`src/rtl/jtbubl_sndcom_if.sv`:
```
// jtbubl_sndcom_if: main/sound CPU strobes, data and status lines of the sound communication block
interface jtbubl_sndcom_if;
    logic       main_cmd_we;
    logic       main_rpl_rd;
    logic       main_rst_we;
    logic [7:0] main_din;
    logic [7:0] main_rpl;
    logic [2:0] main_st;
    logic       snd_cmd_rd;
    logic       snd_rpl_we;
    logic       snd_nmi_on;
    logic       snd_nmi_off;
    logic [7:0] snd_din;
    logic [7:0] snd_latch;
    logic [1:0] snd_st;
    logic       snd_nmi;
    logic       snd_rst;

    modport master (
        output main_cmd_we, main_rpl_rd, main_rst_we, main_din,
               snd_cmd_rd, snd_rpl_we, snd_nmi_on, snd_nmi_off, snd_din,
        input  main_rpl, main_st, snd_latch, snd_st, snd_nmi, snd_rst
    );

    modport slave (
        input  main_cmd_we, main_rpl_rd, main_rst_we, main_din,
               snd_cmd_rd, snd_rpl_we, snd_nmi_on, snd_nmi_off, snd_din,
        output main_rpl, main_st, snd_latch, snd_st, snd_nmi, snd_rst
    );
endinterface

```
`src/rtl/jtbubl_sndcom.sv`:
```
// jtbubl_sndcom: main<->sound CPU mailbox with paced NMI and sound reset; JTBUBL_SNDFIFO_EN turns the command latch into a FIFO
module jtbubl_sndcom #(
    parameter int NMI_GAP = 4,
    parameter int FIFO_AW = 2
) (
    input  logic           clk,
    input  logic           rst,
    jtbubl_sndcom_if.slave bus
);
    localparam logic [1:0] ST_IDLE   = 2'd0;
    localparam logic [1:0] ST_ASSERT = 2'd1;
    localparam logic [1:0] ST_GAP    = 2'd2;

    logic [1:0] r_state;
    logic [3:0] r_gap;
    logic       r_nmi_en;
    logic       r_snd_rst;
    logic       r_ovf;
    logic       r_rfull;
    logic [7:0] r_rpl;
    logic       w_pend;
    logic       w_ovf_set;

    if (NMI_GAP < 1 || NMI_GAP > 15 || FIFO_AW < 1) begin : g_bad_param
        $error("jtbubl_sndcom: NMI_GAP must be 1..15 and FIFO_AW >= 1");
    end

`ifdef JTBUBL_SNDFIFO_EN
    localparam int DEPTH = 1 << FIFO_AW;
    logic [7:0]       r_mem [DEPTH];
    logic [FIFO_AW:0] r_wp;
    logic [FIFO_AW:0] r_rp;
    logic             w_empty;
    logic             w_full;
    logic             w_pop;
    logic             w_push;

    assign w_empty       = r_wp == r_rp;
    assign w_full        = (r_wp[FIFO_AW] != r_rp[FIFO_AW]) && (r_wp[FIFO_AW-1:0] == r_rp[FIFO_AW-1:0]);
    assign w_pop         = bus.snd_cmd_rd & ~w_empty;
    assign w_push        = bus.main_cmd_we & ~r_snd_rst & (~w_full | w_pop);
    assign w_ovf_set     = bus.main_cmd_we & ~r_snd_rst & w_full & ~w_pop;
    assign w_pend        = ~w_empty;
    assign bus.snd_latch = r_mem[r_rp[FIFO_AW-1:0]];

    // command FIFO; a pop frees a slot for a push in the same cycle, a held sound reset empties it
    always_ff @(posedge clk or posedge rst) begin
        if (rst) begin
            r_wp <= '0;
            r_rp <= '0;
            for (int i = 0; i < DEPTH; i++) r_mem[i] <= '0;
        end else if (r_snd_rst) begin
            r_wp <= '0;
            r_rp <= '0;
        end else begin
            if (w_push) begin
                r_mem[r_wp[FIFO_AW-1:0]] <= bus.main_din;
                r_wp <= r_wp + 1'b1;
            end
            if (w_pop) r_rp <= r_rp + 1'b1;
        end
    end
`else
    logic [7:0] r_cmd;
    logic       r_pend;

    assign w_pend        = r_pend;
    assign w_ovf_set     = bus.main_cmd_we & ~r_snd_rst & r_pend & ~bus.snd_cmd_rd;
    assign bus.snd_latch = r_cmd;

    // single command latch; a write racing a read replaces the byte and keeps it pending
    always_ff @(posedge clk or posedge rst) begin
        if (rst) begin
            r_cmd  <= '0;
            r_pend <= 1'b0;
        end else if (r_snd_rst) begin
            r_cmd  <= '0;
            r_pend <= 1'b0;
        end else begin
            if (bus.main_cmd_we) r_cmd <= bus.main_din;
            r_pend <= bus.main_cmd_we | (r_pend & ~bus.snd_cmd_rd);
        end
    end
`endif

    // sticky overflow flag, cleared when the main CPU reads the reply
    always_ff @(posedge clk or posedge rst) begin
        if (rst) r_ovf <= 1'b0;
        else     r_ovf <= w_ovf_set | (r_ovf & ~bus.main_rpl_rd);
    end

    // reply latch; a sound write in the same cycle as a main read leaves the new byte full
    always_ff @(posedge clk or posedge rst) begin
        if (rst) begin
            r_rpl   <= '0;
            r_rfull <= 1'b0;
        end else if (r_snd_rst) begin
            r_rfull <= 1'b0;
        end else begin
            if (bus.snd_rpl_we) r_rpl <= bus.snd_din;
            r_rfull <= bus.snd_rpl_we | (r_rfull & ~bus.main_rpl_rd);
        end
    end

    // NMI enable and main-controlled sound CPU reset; disable wins over enable
    always_ff @(posedge clk or posedge rst) begin
        if (rst) begin
            r_nmi_en  <= 1'b0;
            r_snd_rst <= 1'b0;
        end else begin
            if (bus.main_rst_we) r_snd_rst <= bus.main_din[0];
            r_nmi_en <= r_snd_rst ? 1'b0 : bus.snd_nmi_off ? 1'b0 : bus.snd_nmi_on ? 1'b1 : r_nmi_en;
        end
    end

    // NMI pacing: hold the request until serviced, then stay low NMI_GAP cycles so each command gets a fresh edge
    always_ff @(posedge clk or posedge rst) begin
        if (rst) begin
            r_state <= ST_IDLE;
            r_gap   <= '0;
        end else if (r_snd_rst) begin
            r_state <= ST_IDLE;
        end else if (r_state == ST_IDLE) begin
            if (w_pend & r_nmi_en) r_state <= ST_ASSERT;
        end else if (r_state == ST_ASSERT) begin
            if (bus.snd_cmd_rd | ~r_nmi_en) begin
                r_state <= ST_GAP;
                r_gap   <= 4'(NMI_GAP - 1);
            end
        end else begin
            if (r_gap == 4'd0) r_state <= ST_IDLE;
            else               r_gap   <= r_gap - 1'b1;
        end
    end

    assign bus.main_rpl = r_rpl;
    assign bus.main_st  = {r_ovf, r_rfull, w_pend};
    assign bus.snd_st   = {r_rfull, w_pend};
    assign bus.snd_nmi  = r_state == ST_ASSERT;
    assign bus.snd_rst  = r_snd_rst;
endmodule
```
`src/flat_wrapper.sv`:
```
// flat-port wrapper written by rule: the top's interface ports become plain ports
module jtbubl_sndcom_flat 
#(
    parameter int NMI_GAP = 4,
    parameter int FIFO_AW = 2
)
  (clk, rst, bus_main_cmd_we, bus_main_rpl_rd, bus_main_rst_we, bus_main_din, bus_snd_cmd_rd, bus_snd_rpl_we, bus_snd_nmi_on, bus_snd_nmi_off, bus_snd_din, bus_main_rpl, bus_main_st, bus_snd_latch, bus_snd_st, bus_snd_nmi, bus_snd_rst);
  jtbubl_sndcom_if bus_i ();
  input  logic clk;
  input  logic rst;
  input wire logic [$bits(bus_i.main_cmd_we)-1:0] bus_main_cmd_we;
  input wire logic [$bits(bus_i.main_rpl_rd)-1:0] bus_main_rpl_rd;
  input wire logic [$bits(bus_i.main_rst_we)-1:0] bus_main_rst_we;
  input wire logic [$bits(bus_i.main_din)-1:0] bus_main_din;
  input wire logic [$bits(bus_i.snd_cmd_rd)-1:0] bus_snd_cmd_rd;
  input wire logic [$bits(bus_i.snd_rpl_we)-1:0] bus_snd_rpl_we;
  input wire logic [$bits(bus_i.snd_nmi_on)-1:0] bus_snd_nmi_on;
  input wire logic [$bits(bus_i.snd_nmi_off)-1:0] bus_snd_nmi_off;
  input wire logic [$bits(bus_i.snd_din)-1:0] bus_snd_din;
  output wire logic [$bits(bus_i.main_rpl)-1:0] bus_main_rpl;
  output wire logic [$bits(bus_i.main_st)-1:0] bus_main_st;
  output wire logic [$bits(bus_i.snd_latch)-1:0] bus_snd_latch;
  output wire logic [$bits(bus_i.snd_st)-1:0] bus_snd_st;
  output wire logic [$bits(bus_i.snd_nmi)-1:0] bus_snd_nmi;
  output wire logic [$bits(bus_i.snd_rst)-1:0] bus_snd_rst;
  assign bus_i.main_cmd_we = bus_main_cmd_we;
  assign bus_i.main_rpl_rd = bus_main_rpl_rd;
  assign bus_i.main_rst_we = bus_main_rst_we;
  assign bus_i.main_din = bus_main_din;
  assign bus_i.snd_cmd_rd = bus_snd_cmd_rd;
  assign bus_i.snd_rpl_we = bus_snd_rpl_we;
  assign bus_i.snd_nmi_on = bus_snd_nmi_on;
  assign bus_i.snd_nmi_off = bus_snd_nmi_off;
  assign bus_i.snd_din = bus_snd_din;
  assign bus_main_rpl = bus_i.main_rpl;
  assign bus_main_st = bus_i.main_st;
  assign bus_snd_latch = bus_i.snd_latch;
  assign bus_snd_st = bus_i.snd_st;
  assign bus_snd_nmi = bus_i.snd_nmi;
  assign bus_snd_rst = bus_i.snd_rst;
  jtbubl_sndcom #(.NMI_GAP(NMI_GAP), .FIFO_AW(FIFO_AW)) u_core (.clk(clk), .rst(rst), .bus(bus_i));
endmodule
```
`config.mk`:
```
export PLATFORM = sky130hd
export DESIGN_NAME = jtbubl_sndcom_flat
export DESIGN_NICKNAME = d
export VERILOG_FILES = /design/src/rtl/jtbubl_sndcom_if.sv /design/src/rtl/jtbubl_sndcom.sv /design/src/flat_wrapper.sv
export SDC_FILE = /design/constraint.sdc
export NUM_CORES = 1
export LEC_CHECK = 0
export ABC_AREA = 1
export CAP_MARGIN = 20
export CORE_ASPECT_RATIO = 2
export CORE_MARGIN = 3
export CORE_UTILIZATION = 43
export DETAILED_ROUTE_END_ITERATION = 10
export HOLD_SLACK_MARGIN = 0.03
export PLACE_DENSITY_LB_ADDON = 0.05
export SYNTH_ARGS = -nofsm -noshare
export SYNTH_HDL_FRONTEND = slang
export SYNTH_SLANG_ARGS = --single-unit
```
`constraint.sdc`:
```
create_clock -name clk -period 1.5 [get_ports clk]
set_clock_uncertainty 0.2 [all_clocks]
set_input_delay 0.45 -clock clk [delete_from_list [all_inputs] [get_ports clk]]
set_output_delay 0.45 -clock clk [all_outputs]
set_load 0.02 [all_outputs]
```
==> impl_metrics.toml <==
[clocking]
numCtsBuffers = 3
clock_latency_ns = 0.26
cts_root_buf = "clkbuf_8"
cts_tree = "built"
htreeDepth = 1
clock-sinks = 27
clock_path_buffers = 2
path_clk_slew_ns = 0.08

[die]
io_pins = 48
die-area_sq_um = 3646
die_h_microns = 82.44
start_util_pct = 45.35
coreArea_sq_um = 2770
die_x_microns = 44.22
rows = 27

[synthesis]
netlist_instances = 128
syn-cell-area_sq_um = 1256
synth_edf_count = 0
yosysTopAreaCell = "dfrtp_1"
synth_area_leaders = "dfrtp_1 (54%), nand2_1 (9.0%), nand3_1 (7.2%)"
synth_area_per_cell_sq_um = 9.814
ys_async_sr_fraction_pct = 100.0
ys_seq_elements = 27
synthTopCellsByCount = "nand2_1 (30), dfrtp_1 (27), nand3_1 (18)"
yosysSeqAreaShare_pct = 53.78
synth.most_common_cell = "nand2_1"
yosys_warnings = 0
synth.distinct_cells = 23
ys.flop_type = "dfrtp_1"
synth_top_area_share_pct = 53.78
syn_nets = 154

[sta]
fin_crit_ns = 1.555
fin_ws_ns = -0.05533
fmax_mhz = 643.0
maxSlewHeadroom_pct = 83.89
tightest_slew_ns = 0.2414
rsz0062_at_grt = "yes"
finalCritPeriodShare_pct = 103.7
setup_violations = 1
finalHoldViolCount = 0
slew_violations = 0

[placed_design]
post_dp_cell_area_sq_um = 1797
io_buffers = 47
pre_cts_ws_ns = -0.2572
post-dp-hpwl_mm = 2.190
place_congestion = 0.7595

[setup_path]
startpoint_type = "flip-flop"
path_max_fanout = 2
critPathKind = "reg2out"
cp-end-kind = "primary output"
worstPathArrival_ns = 0.91
cp_data_required_time_ns = 0.85

[detailed_routing]
wire_per_inst_microns = 13.06
dr.pass1.iters = 4
finalWirelength_mm = 2.820
vias_per_cell = 4.926
ant_nets = 0
route.detailed.drc = 0
drtIter0Drc = 14
vias = 1064

[grt]
antenna_found_initial = 0
grtUsageTotal_pct = 16.59
grt_pass1_vias = 1046
grt_max_degree = 28
grt-ovfl-total = 0
grt_pass1_wl_mm = 4.519

[run]
max_cap_viol_count = 0

[layout]
final_area_sq_um = 1844
final_nets = 214
syn_to_final_growth_pct = 46.81
antenna_cells = 0
final_layout_size_suffix_gt1_share_pct = 34.22

[outcome]
status = "complete, but fails checks"
violations = "setup timing"

[hold_path]
hold_path.class = "reg2reg"

[power_and_ir_drop]
peakVddDrop_uv = 812.7
power_density_nw_per_um2 = 1318
power_leakage_uw = 0.0009336
==> worst max-delay path: stages, from the launching register on <==
cell and delay, ns:
dfrtp_1 0.37, inv_2 0.05, nor2_4 0.11, buf_6 0.12
==> final timing paths <==
path / slack, ns / from / cells after the start / end
hold / removal: 0.30 / u_core.bus.main_rpl[7] / 1 / u_core.bus.main_rpl[7]
max in group asynchronous: 0.64 / rst / 3 / u_core.bus.snd_rst
hold reg to reg: 0.30 / u_core.bus.main_rpl[7] / 1 / u_core.bus.main_rpl[7]
setup reg to reg: 0.10 / u_core.bus.snd_rst / 4 / u_core.bus.main_rpl[1]
min in group asynchronous: 0.31 / rst / 3 / u_core.bus.main_rpl[1]
setup / recovery: -0.06 / u_core.r_state[0] / 3 / bus_snd_nmi
==> registers in the layout, summed over array words and instances (netlist names) <==
register and cells:
u_core.bus.main_rpl 8, u_core.bus.snd_latch 8, u_core.r_gap 4, u_core.r_state 2, u_core.bus.snd_rst 1, u_core.r_nmi_en 1, u_core.r_ovf 1, u_core.r_pend 1
u_core.r_rfull 1
==> routing by layer <==
layer | part of all wire [%] | vias to the layer above | GRT usage (%)
met5 | 0 | - | 0
met4 | 1.1 | 0 | 5.438
met3 | 4.4 | 4 | 2.169
met2 | 60 | 26 | 32.60
met1 | 35 | 505 | 17.11
li1 | - | 529 | -
==> kinds of logic (layout without fill, tap and decap cells) <==
| logic type | after synthesis | in the layout | share of synthesized area, % |
|---|---|---|---|
| XOR/XNOR | 1 | 1 | 0.6973 |
| multiplexers | 8 | 8 | 7.172 |
| buffers and inverters | 20 | 78 | 9.064 |
| AND/OR/NAND/NOR | 64 | 65 | 25.50 |
| AO/OA/AOI/OAI | 7 | 7 | 2.789 |
| flip-flops | 27 | 27 | 53.79 |
| adder cells (fa/ha/maj) | 1 | 1 | 0.9959 |
==> layout make-up <==
type | count | area [sq um]
fillers | 241 | 925.9
flip-flops and latches | 27 | 675.6
repair buffers | 62 | 543.0
multi-input cells | 82 | 499.2
clock buffers | 4 | 45.04
inverters | 12 | 45.04
well taps | 29 | 36.28
==> layout by cell type (no fill, tap or decap) <==
cell	synthesis	final
nand2_2	1	3
inv_2	2	3
clkdlybuf4s50_1	0	24
dfrtp_1	27	27
clkbuf_8	0	3
mux2_2	7	7
xor2_1	1	1
nand3_4	1	2
o21ai_0	3	3
clkbuf_1	0	1
nand3_2	2	3
buf_6	1	10
nor3_1	2	2
nor2_1	6	5
nor2_4	2	2
nand3b_1	1	1
ha_2	0	1
nor2_2	0	1
mux2_1	1	1
inv_1	10	9
nand2_1	30	28
nand3_1	18	17
buf_4	5	14
nand2_4	1	1
buf_12	0	1
o21ai_1	4	4
buf_2	1	13
==> through the flow <==
step | utilization [%] | cells | hold slack, ns | total power [uW] | TNS (ns)
after floorplan | - | 128 | 0.2542 | 1601 | 0
after global placement | 64.86 | 208 | 0.2785 | 1962 | -5.787
after detailed placement | 64.86 | 208 | 0.2887 | 2000 | -6.425
after CTS | 62.65 | 212 | 0.3050 | 2342 | -0.07664
after global routing | 66.58 | 216 | 0.3224 | 2605 | -0.2093
final | 66.58 | 216 | 0.3045 | 2431 | -0.05533
==> what timing repair did <==
item / CTS / global route
pin swaps: 1 / 1
setup endpoints to repair: 23 / 17
resized for setup: 95 / 24
setup buffers: 0 / 3
hold buffers: 0 / 0
gates cloned: 0 / 1
==> power by group <==
group	internal, uW	leakage (uW)	switching (uW)
logic	486	0.000573	584
registers	867	0.000338	96.4
clock network	190	0.0000228	207
(Power assumes the default switching activity.)
